<file path="config.mk">
export PLATFORM = sky130hd
export DESIGN_NAME = lsu_dmem_ctrl
export DESIGN_NICKNAME = d
export VERILOG_FILES = /design/src/rtl/lsu_pkg.sv /design/src/rtl/lsu_load_ext.sv /design/src/rtl/lsu_dmem_ctrl.sv
export SDC_FILE = /design/constraint.sdc
export NUM_CORES = 1
export LEC_CHECK = 0
export ABC_CLOCK_PERIOD_IN_PS = 6100
export CAP_MARGIN = 10
export CORE_MARGIN = 1
export CORE_UTILIZATION = 45
export CTS_BUF_LIST = sky130_fd_sc_hd__clkbuf_8 sky130_fd_sc_hd__clkbuf_16
export CTS_CLUSTER_DIAMETER = 40
export DETAILED_ROUTE_END_ITERATION = 12
export GPL_TIMING_DRIVEN = 0
export PLACE_DENSITY_LB_ADDON = 0.3
export SYNTH_ARGS = -nofsm -noshare
export SYNTH_HDL_FRONTEND = slang
export SYNTH_SLANG_ARGS = --single-unit
</file>
<file path="constraint.sdc">
create_clock -name clk -period 6.1 [get_ports clk]
set_clock_uncertainty 0.2 [all_clocks]
set_input_delay 1.22 -clock clk [delete_from_list [all_inputs] [get_ports clk]]
set_output_delay 1.22 -clock clk [all_outputs]
set_load 0.005 [all_outputs]
</file>
<file path="src/rtl/lsu_pkg.sv">
// Shared types and constants for the load/store unit: FSM states, RV32I funct3
// encodings, dmem size codes and the request legality check.
package lsu_pkg;

    typedef enum logic [1:0] {
        IDLE   = 2'd0,
        ACCESS = 2'd1,
        ERR    = 2'd2,
        RESP   = 2'd3
    } lsu_state_e;

    localparam logic [2:0] F3_B  = 3'b000;
    localparam logic [2:0] F3_H  = 3'b001;
    localparam logic [2:0] F3_W  = 3'b010;
    localparam logic [2:0] F3_BU = 3'b100;
    localparam logic [2:0] F3_HU = 3'b101;

    localparam logic [1:0] SZ_B = 2'b00;
    localparam logic [1:0] SZ_H = 2'b01;
    localparam logic [1:0] SZ_W = 2'b10;

    // Stores only exist in signed-less B/H/W form; loads add the unsigned variants.
    function automatic logic f3_legal(input logic we, input logic [2:0] f3);
        logic ok;
        case (f3)
            F3_B, F3_H, F3_W: ok = 1'b1;
            F3_BU, F3_HU:     ok = ~we;
            default:          ok = 1'b0;
        endcase
        return ok;
    endfunction

endpackage

</file>
<file path="src/rtl/lsu_load_ext.sv">
// Combinational size/sign extension of right-justified dmem read data.
module lsu_load_ext
    import lsu_pkg::*;
(
    input  logic [2:0]  funct3,
    input  logic [31:0] raw,
    output logic [31:0] ext
);

    // Select and extend the loaded field according to the load type
    always_comb begin
        ext = 32'h0000_0000;
        case (funct3)
            F3_B:    ext = {{24{raw[7]}}, raw[7:0]};
            F3_BU:   ext = {24'h00_0000, raw[7:0]};
            F3_H:    ext = {{16{raw[15]}}, raw[15:0]};
            F3_HU:   ext = {16'h0000, raw[15:0]};
            F3_W:    ext = raw;
            default: ext = 32'h0000_0000;
        endcase
    end

endmodule

</file>
<file path="src/rtl/lsu_dmem_ctrl.sv">
// Single-outstanding RV32I load/store initiator for the byte-addressed dmem.
// Define LSU_MISALIGN_TRAP_EN to reject misaligned halfword/word accesses.
module lsu_dmem_ctrl
    import lsu_pkg::*;
#(
    parameter int ADDR_W = 12,
    parameter int CNT_W  = 32
) (
    input  logic              clk,
    input  logic              reset,
    input  logic              req_valid,
    output logic              req_ready,
    input  logic              req_we,
    input  logic [2:0]        req_funct3,
    input  logic [ADDR_W-1:0] req_addr,
    input  logic [31:0]       req_wdata,
    output logic              rsp_valid,
    input  logic              rsp_ready,
    output logic [31:0]       rsp_rdata,
    output logic              rsp_err,
    output logic [ADDR_W-1:0] mem_addr,
    output logic              mem_rd_en,
    output logic              mem_wr_en,
    output logic [1:0]        mem_sz,
    output logic [31:0]       mem_din,
    input  logic [31:0]       mem_dout,
    output logic [CNT_W-1:0]  ld_cnt,
    output logic [CNT_W-1:0]  st_cnt
);

    lsu_state_e  state_r;
    lsu_state_e  state_s;
    logic        accept_s;
    logic        misalign_s;
    logic        bad_s;
    logic        we_r;
    logic [2:0]  funct3_r;
    logic [31:0] ext_s;

    lsu_load_ext u_load_ext (
        .funct3 (funct3_r),
        .raw    (mem_dout),
        .ext    (ext_s)
    );

    // Misalignment detection, only active when trapping is compiled in
    always_comb begin
        misalign_s = 1'b0;
`ifdef LSU_MISALIGN_TRAP_EN
        if (((req_funct3[1:0] == SZ_H) && req_addr[0]) ||
            ((req_funct3[1:0] == SZ_W) && (req_addr[1:0] != 2'b00))) begin
            misalign_s = 1'b1;
        end else begin
            misalign_s = 1'b0;
        end
`else
        misalign_s = 1'b0;
`endif
        bad_s = ~f3_legal(req_we, req_funct3) | misalign_s;
    end

    // Next-state logic
    always_comb begin
        state_s  = state_r;
        accept_s = 1'b0;
        case (state_r)
            IDLE: begin
                if (req_valid) begin
                    accept_s = 1'b1;
                    state_s  = bad_s ? ERR : ACCESS;
                end else begin
                    state_s  = IDLE;
                end
            end
            ACCESS:  state_s = RESP;
            ERR:     state_s = RESP;
            RESP: begin
                if (rsp_ready) begin
                    state_s = IDLE;
                end else begin
                    state_s = RESP;
                end
            end
            default: state_s = IDLE;
        endcase
    end

    // State register
    always_ff @(posedge clk or posedge reset) begin
        if (reset) begin
            state_r <= IDLE;
        end else begin
            state_r <= state_s;
        end
    end

    // Request latch and dmem drive; enables are flops so reset kills a write at once
    always_ff @(posedge clk or posedge reset) begin
        if (reset) begin
            we_r      <= 1'b0;
            funct3_r  <= 3'b000;
            mem_addr  <= {ADDR_W{1'b0}};
            mem_sz    <= 2'b00;
            mem_din   <= 32'h0000_0000;
            mem_rd_en <= 1'b0;
            mem_wr_en <= 1'b0;
        end else begin
            if (accept_s) begin
                we_r     <= req_we;
                funct3_r <= req_funct3;
            end
            if (accept_s && !bad_s) begin
                mem_addr  <= req_addr;
                mem_sz    <= req_funct3[1:0];
                mem_din   <= req_wdata;
                mem_rd_en <= ~req_we;
                mem_wr_en <= req_we;
            end else begin
                mem_rd_en <= 1'b0;
                mem_wr_en <= 1'b0;
            end
        end
    end

    // Handshake flags follow the next state so they change with it
    always_ff @(posedge clk or posedge reset) begin
        if (reset) begin
            req_ready <= 1'b1;
            rsp_valid <= 1'b0;
        end else begin
            req_ready <= (state_s == IDLE);
            rsp_valid <= (state_s == RESP);
        end
    end

    // Response payload and event counters
    always_ff @(posedge clk or posedge reset) begin
        if (reset) begin
            rsp_rdata <= 32'h0000_0000;
            rsp_err   <= 1'b0;
            ld_cnt    <= {CNT_W{1'b0}};
            st_cnt    <= {CNT_W{1'b0}};
        end else begin
            case (state_r)
                ACCESS: begin
                    rsp_rdata <= we_r ? 32'h0000_0000 : ext_s;
                    rsp_err   <= 1'b0;
                    if (we_r) begin
                        st_cnt <= st_cnt + {{(CNT_W-1){1'b0}}, 1'b1};
                    end else begin
                        ld_cnt <= ld_cnt + {{(CNT_W-1){1'b0}}, 1'b1};
                    end
                end
                ERR: begin
                    rsp_rdata <= 32'h0000_0000;
                    rsp_err   <= 1'b1;
                end
                RESP: begin
                    if (rsp_ready) begin
                        rsp_err <= 1'b0;
                    end else begin
                        rsp_err <= rsp_err;
                    end
                end
                default: begin
                    rsp_err <= rsp_err;
                end
            endcase
        end
    end

endmodule
</file>
==> flow_summary_export.csv, run 1 <==
group,metric,value,unit
global_route,grt_pass1_wl,25400,um
status,status,"complete, no violations",
cells_and_area,most-common-layout-cells,"clkdlybuf4s50_1 (230), dfrtp_1 (152), xnor2_1 (52), mux2_2 (52)",
timing,setup_slack,3.12,ns
drt,vias,4933,
pwr,power_frac_seq,37.0,%
logic_synthesis,ys_warn_count,0,
worst_hold_path,hp-class,"reg -> reg",
placement,hpwlAfterDp,11700,um
drt,drt_iter0_markers,265,
timing,holdWs,0.274,ns
global_route,gr-usage-all-layers,22.6,%
pwr,p_per_area,424,nW/um^2
timing,fin_crit_sh,48.9,%
logic_synthesis,syn_inst,498,
placement,dpl_cell_area,8980,um^2
pwr,p_clk_share,28.9,%
cells_and_area,drive_gt1_share,14.1,%
cells_and_area,diodes,0,
floorplan,num_rows,43,
floorplan,dieArea,14700,um^2
placement,dpl_worst_slack,2.68,ns
logic_synthesis,yosys.area.top_type,"dfrtp_1",
drt,drcViolationCount,0,
floorplan,die_y,121,um
worst_setup_path,r2r_slack,3.73,ns
pwr,total_power,0.00410,W
global_route,grt-ovfl-total,0,
drt,ant_nets,0,
pwr,power_switching,0.00116,W
floorplan,io_pins,231,
cells_and_area,final_core_util,69.5,%
logic_synthesis,ys.flop_type,"dfrtp_1",
worst_setup_path,arrival,3.08,ns
pwr,p_sw_share,28.4,%
worst_setup_path,crit_type,"in -> reg",
pwr,peakVddDrop,0.246,mV
logic_synthesis,yosys_register_bits,153,
logic_synthesis,syn_area_per_cell,12.9,um^2
timing,post-route-min-period,2.98,ns
logic_synthesis,synth_seq_area_share,59.7,%
floorplan,core-area,13900,um^2
drt,wl_per_cell,17.0,um
clock_network,cts_inserted_buffers,17,
cells_and_area,final_common_cell,"clkdlybuf4s50_1",
flow_run,drv_cap,0,
drt,drt-pass1-iter-count,4,
floorplan,start_util,46.2,%
worst_setup_path,required,6.20,ns
worst_setup_path,worstSetupStartpointType,"input pin",
timing,final-setup-viol-count,0,
drt,vias_per_cell,5.25,
worst_setup_path,cp_cell_sequence,"clkdlybuf4s50_1 > a21o_1 > o21ai_0 > nand3_1 > buf_2 > buf_2 > mux2_2",
worst_setup_path,cpMostUsedCell,"buf_2",
clock_network,htree_levels,4,
worst_hold_path,min_path_cells,1,
cells_and_area,fin_area,9650,um^2
placement,place.gp.congestion,0.806,
timing,worst_pin_slew,0.759,ns
clock_network,insertion_delay,0.42,ns
drt,drt-total-wl,16000,um
logic_synthesis,syn_area,6420,um^2
timing,relSlewSlack,49.2,%
worst_setup_path,reg2reg_from,"state_r[1]$_DFF_PP0_",
logic_synthesis,synthArstFlopShare,100,%
worst_setup_path,slowest_stage,"clkdlybuf4s50_1",
pwr,leakagePower,4.04,nW
clock_network,root_buffer,"clkbuf_16",
cells_and_area,ff_latch_area,3830,um^2
clock_network,cts_hold_buffers,0,
clock_network,cts_num_sinks,153,
clock_network,cts_tree,"yes",
timing,hold_violations,0,
worst_setup_path,cpPeakStageDelay,0.55,ns
worst_setup_path,cp_max_fo,10,
timing,rsz0062_at_grt,"false",
cells_and_area,fill_cells,1007,
logic_synthesis,synth_edf_count,0,
worst_setup_path,r2r_end,"st_cnt[26]$_DFFE_PP0P_",
timing,slew_violations,0,
worst_setup_path,endpoint_kind,"flip-flop",
clock_network,clkSlewWorstSetupHoldPaths,0.06,ns
cells_and_area,area.growth.synth_to_final,50.4,%
logic_synthesis,synth_top_area_share,59.3,%
floorplan,die-width,121,um
cells_and_area,nNetsFinal,839,
worst_setup_path,worst_r2r_path_depth,6,
logic_synthesis,synthesis.nets,589,
logic_synthesis,synth_cell_types,39,
global_route,grt_pass1_vias,4922,
logic_synthesis,synth_area_leaders,"dfrtp_1 (59%), mux2_2 (9.1%), xnor2_1 (7.1%)",
clock_network,cts_resized,0,
clock_network,cts_max_path_buffers,2,
worst_hold_path,hold_end,"st_cnt[31]$_DFFE_PP0P_",
placement,io_buffers,230,
pwr,internal_power,0.00293,W
clock_network,post_cts_buffers,0,
timing,fmax,335,MHz
global_route,antenna_found_initial,0,
cells_and_area,multiInputGateArea,2460,um^2
global_route,grt_max_degree,100,
pwr,power_frac_comb,34.1,%
worst_hold_path,holdCritStartpoint,"st_cnt[31]$_DFFE_PP0P_",
worst max-delay path: cells and delay by family:
family / cells / cell delay [ns]
simple gates: 1 / 0.11
buf+inv: 3 / 1.11
compound gates: 2 / 0.26
mux: 1 / 0.37
per-stage QoR:
| stage | TNS, ns | cells |
|---|---|---|
| finish | 0 | 940 |
| global route | 0 | 940 |
| CTS | 0 | 940 |
| detailed placement | 0 | 909 |
| global placement | -195.91 | 908 |
| floorplan | 0 | 498 |
power by group through the flow:
stage                     combinational [W]  clock, W  sequential (W)
final                               0.00140   0.00118         0.00152
after global routing                0.00151   0.00125         0.00155
after CTS                           0.00142   0.00120         0.00152
after detailed placement            0.00140         0         0.00153
after global placement              0.00136         0         0.00151
after floorplan                    0.000604         0         0.00152
kinds of logic (layout without fill, tap and decap cells):
family,count (synthesis),after routing,synth area share [%]
fa+ha+maj,7,7,1.36
mux,53,53,9.28
xor+xnor,62,62,8.46
simple gates,132,132,12.3
flops,153,153,59.7
compound gates,64,64,6.98
buf+inv,27,289,1.93
per-layer routing:
metal | up-vias | GRT usage, % | routed length, um
met5 | - | 0 | 0
met4 | 0 | 7.56 | 212
li1 | 2280 | - | -
met1 | 2469 | 26.4 | 6260
met3 | 19 | 8.41 | 1240
met2 | 165 | 38.1 | 8260
final cells by class:
cell class	count	share of cell area (%)
flip-flops and latches	153	39.7
multi-input cells	318	25.5
repair buffers	231	24.1
clock buffers	23	5.26
well taps	180	2.33
clock inverters	8	1.71
plain buffers	16	0.856
inverters	11	0.480
sequential cells by signal, indices dropped and copies added, names as in the netlist, 2 cells and up:
| name | cells |
|---|---|
| st_cnt | 32 |
| ld_cnt | 32 |
| funct3_r | 3 |
| mem_sz | 2 |
| mem_addr | 12 |
| rsp_rdata | 32 |
| mem_din | 32 |
| state_r | 2 |
worst max-delay path by stage:
stage	startpoint	end	slack, ns	depth (start not counted)
6_report	req_funct3[1]	mem_din[12]$_DFFE_PP0P_	3.12	7
5_1_grt	req_funct3[1]	mem_din[12]$_DFFE_PP0P_	3.04	7
4_1_cts	req_funct3[1]	mem_din[12]$_DFFE_PP0P_	3.12	7
3_5_place_dp	req_funct3[1]	mem_din[12]$_DFFE_PP0P_	2.68	7
3_3_place_gp	reset	st_cnt[31]$_DFFE_PP0P_	-1.30	2
2_1_floorplan	reset	funct3_r[0]$_DFFE_PP0P_	0.56	1
cell usage after synthesis (6+ instances only):
| master | instances |
|---|---|
| a22o_1 | 8 |
| clkbuf_1 | 8 |
| inv_1 | 11 |
| dfrtp_1 | 152 |
| nor2_1 | 17 |
| nor3_1 | 6 |
| ha_1 | 7 |
| and3_1 | 6 |
| buf_2 | 6 |
| nand4_1 | 26 |
| nand2_1 | 26 |
| a21oi_1 | 25 |
| mux2_2 | 52 |
| xnor2_1 | 52 |
| o2bb2ai_1 | 24 |
| xor2_1 | 10 |
| nand3_1 | 25 |
Power figures use the tool's default switching activity.
==> inputs of run 2 (changes only) <==
Settings changed: ABC_CLOCK_PERIOD_IN_PS 6100 to 2900.
Clock period 6.1 ns to 2.9 ns, I/O delays scaled along.
==> run 2 against run 1 <==
Effect of this change:
- critical path depth fell by 1
- wire length rose by 2.7%
- power rose by 100%
- clock power rose by 88%
- sequential share of layout area rose by 0.088 points
- combinational power rose by 110%
- first-iteration DRC count fell by 14%
- cell count rose by 0.43%
- register-to-register slack got worse by 3.3 ns
- via count rose by 2.1%
- global-route usage rose by 0.80 points
==> flow_summary_export.csv, run 2 (synthesis results as in run 1) <==
group,metric,value,unit
status,status,"complete, no violations",
worst_setup_path,arrival,2.59,ns
floorplan,num_rows,43,
timing,setup_slack,0.420,ns
drt,vias,5038,
global_route,grt_pass1_wl,26200,um
worst_setup_path,slowest_stage,"nor4_2",
floorplan,core-area,13900,um^2
clock_network,cts_tree,"yes",
worst_setup_path,cp_cell_sequence,"inv_1 > ha_1 > nand4_1 > nor4_2 > nand3_1 > xnor2_1",
clock_network,cts_hold_buffers,0,
global_route,antenna_found_initial,0,
worst_setup_path,worst_r2r_path_depth,6,
clock_network,post_cts_buffers,0,
drt,met1_length,6330,um
timing,fin_tns_setup,0,ns
cells_and_area,drive_gt1_share,14.8,%
global_route,grt_max_degree,45,
worst_setup_path,endpoint_kind,"flip-flop",
clock_network,insertion_delay,0.42,ns
clock_network,cts_resized,0,
clock_network,htree_levels,4,
timing,hold_violations,0,
cells_and_area,nNetsFinal,842,
drt,wl_met3,1330,um
timing,fin_crit_sh,85.5,%
placement,dp_cells,912,
placement,dpl_worst_slack,0.0991,ns
worst_setup_path,cpPeakStageDelay,0.59,ns
timing,rsz0062_at_grt,"false",
floorplan,io_pins,231,
global_route,gr-usage-all-layers,23.4,%
worst_setup_path,worstSetupStartpointType,"flip-flop",
drt,wl_met2,8320,um
timing,post-route-min-period,2.48,ns
timing,slew_violations,0,
placement,place.gp.congestion,0.814,
floorplan,die_y,121,um
drt,drt-total-wl,16400,um
pwr,p_per_area,867,nW/um^2
clock_network,clkSlewWorstSetupHoldPaths,0.06,ns
floorplan,start_util,46.2,%
worst_setup_path,path_buf_inv,1,
worst_setup_path,required,3.01,ns
pwr,leakagePower,4.02,nW
global_route,grt-ovfl-total,0,
cells_and_area,instances_no_fill,944,
timing,final-setup-viol-count,0,
clock_network,root_buffer,"clkbuf_16",
placement,hpwlAfterDp,12000,um
cells_and_area,diodes,0,
cells_and_area,final_core_util,69.4,%
floorplan,die-width,121,um
cells_and_area,area.growth.synth_to_final,50.0,%
drt,wl_per_cell,17.4,um
worst_hold_path,hp-class,"reg -> reg",
worst_setup_path,crit_type,"reg -> reg",
worst_hold_path,min_path_cells,1,
drt,drcViolationCount,0,
pwr,peakVddDrop,0.486,mV
drt,drt_iter0_markers,229,
timing,fmax,403,MHz
cells_and_area,most-common-layout-cells,"clkdlybuf4s50_1 (230), dfrtp_1 (152), xnor2_1 (52), mux2_2 (52)",
flow_run,drv_cap,0,
worst_setup_path,critPathTopFamily,"simple AND/OR/NAND/NOR gates",
floorplan,dieArea,14700,um^2
drt,highest_layer,"met4",
timing,relSlewSlack,49.1,%
clock_network,cts_inserted_buffers,17,
worst_setup_path,cp_max_fo,7,
drt,vias_per_cell,5.34,
worst_setup_path,path_depth,6,
clock_network,cts_max_path_buffers,2,
clock_network,cts_num_sinks,153,
placement,io_buffers,230,
global_route,grt_pass1_vias,5209,
timing,worst_pin_slew,0.761,ns
drt,drt-pass1-iter-count,5,
cells_and_area,final_common_cell,"clkdlybuf4s50_1",
drt,ant_nets,0,
-- run 2: cell count changes in the layout (fill, tap and decap cells not counted) --
cell,delta
clkinv_4,+2
inv_6,-1
buf_12,+4
buf_16,-1
bufinv_16,-3
inv_1,-2
clkinvlp_4,+3
clkinv_2,+4
clkbuf_8,-2
-- run 2: worst reg2reg max path, stage by stage, from the launching register on --
cell and delay (ns):
dfrtp_1 0.40, inv_1 0.11, ha_1 0.34, nand4_1 0.34
nor4_2 0.59, nand3_1 0.21, xnor2_1 0.18
-- run 2: metal layers --
layer | global-route usage (%) | vias up
met5 | 0 | -
met4 | 11.0 | 0
met3 | 8.93 | 32
met2 | 38.4 | 198
met1 | 27.0 | 2523
li1 | - | 2285
-- run 2: through the flow --
stage	hold slack, ns	total power, W	instance area (um^2)
6_report	0.278	0.00835	9630
3_3_place_gp	0.260	0.00603	8950
2_1_floorplan	0.268	0.00446	6420
3_5_place_dp	0.274	0.00616	9030
5_1_grt	0.297	0.00882	9630
4_1_cts	0.282	0.00842	9630
-- run 2: layout make-up --
class                   instances  area, um^2
well taps                     180         225
clock inverters                11         120
plain buffers                  16        82.6
flip-flops and latches        153        3830
multi-input cells             318        2460
inverters                      11        45.0
fillers                       987        4250
clock buffers                  21         480
repair buffers                234        2380
-- run 2: path summary, 6_finish.rpt --
path                                        start  slack (ns)                endpoint
max                          state_r[1]$_DFF_PP0_        0.42  st_cnt[30]$_DFFE_PP0P_
min                        ld_cnt[31]$_DFFE_PP0P_        0.28  ld_cnt[31]$_DFFE_PP0P_
max reg2reg                  state_r[1]$_DFF_PP0_        0.42  st_cnt[30]$_DFFE_PP0P_
max in group asynchronous                   reset        1.27     req_ready$_DFF_PP1_
min reg2reg                ld_cnt[31]$_DFFE_PP0P_        0.28  ld_cnt[31]$_DFFE_PP0P_
min in group asynchronous                   reset        0.39  st_cnt[27]$_DFFE_PP0P_
-- run 2: report_power, final --
| group | total, W | internal (W) | leakage [nW] | switching (W) |
|---|---|---|---|---|
| combinational | 0.00294 | 0.00175 | 1.73 | 0.00118 |
| clock | 0.00222 | 0.00135 | 0.291 | 0.000863 |
| sequential | 0.00319 | 0.00276 | 2.00 | 0.000432 |
| total | 0.00835 | 0.00587 | 4.02 | 0.00248 |
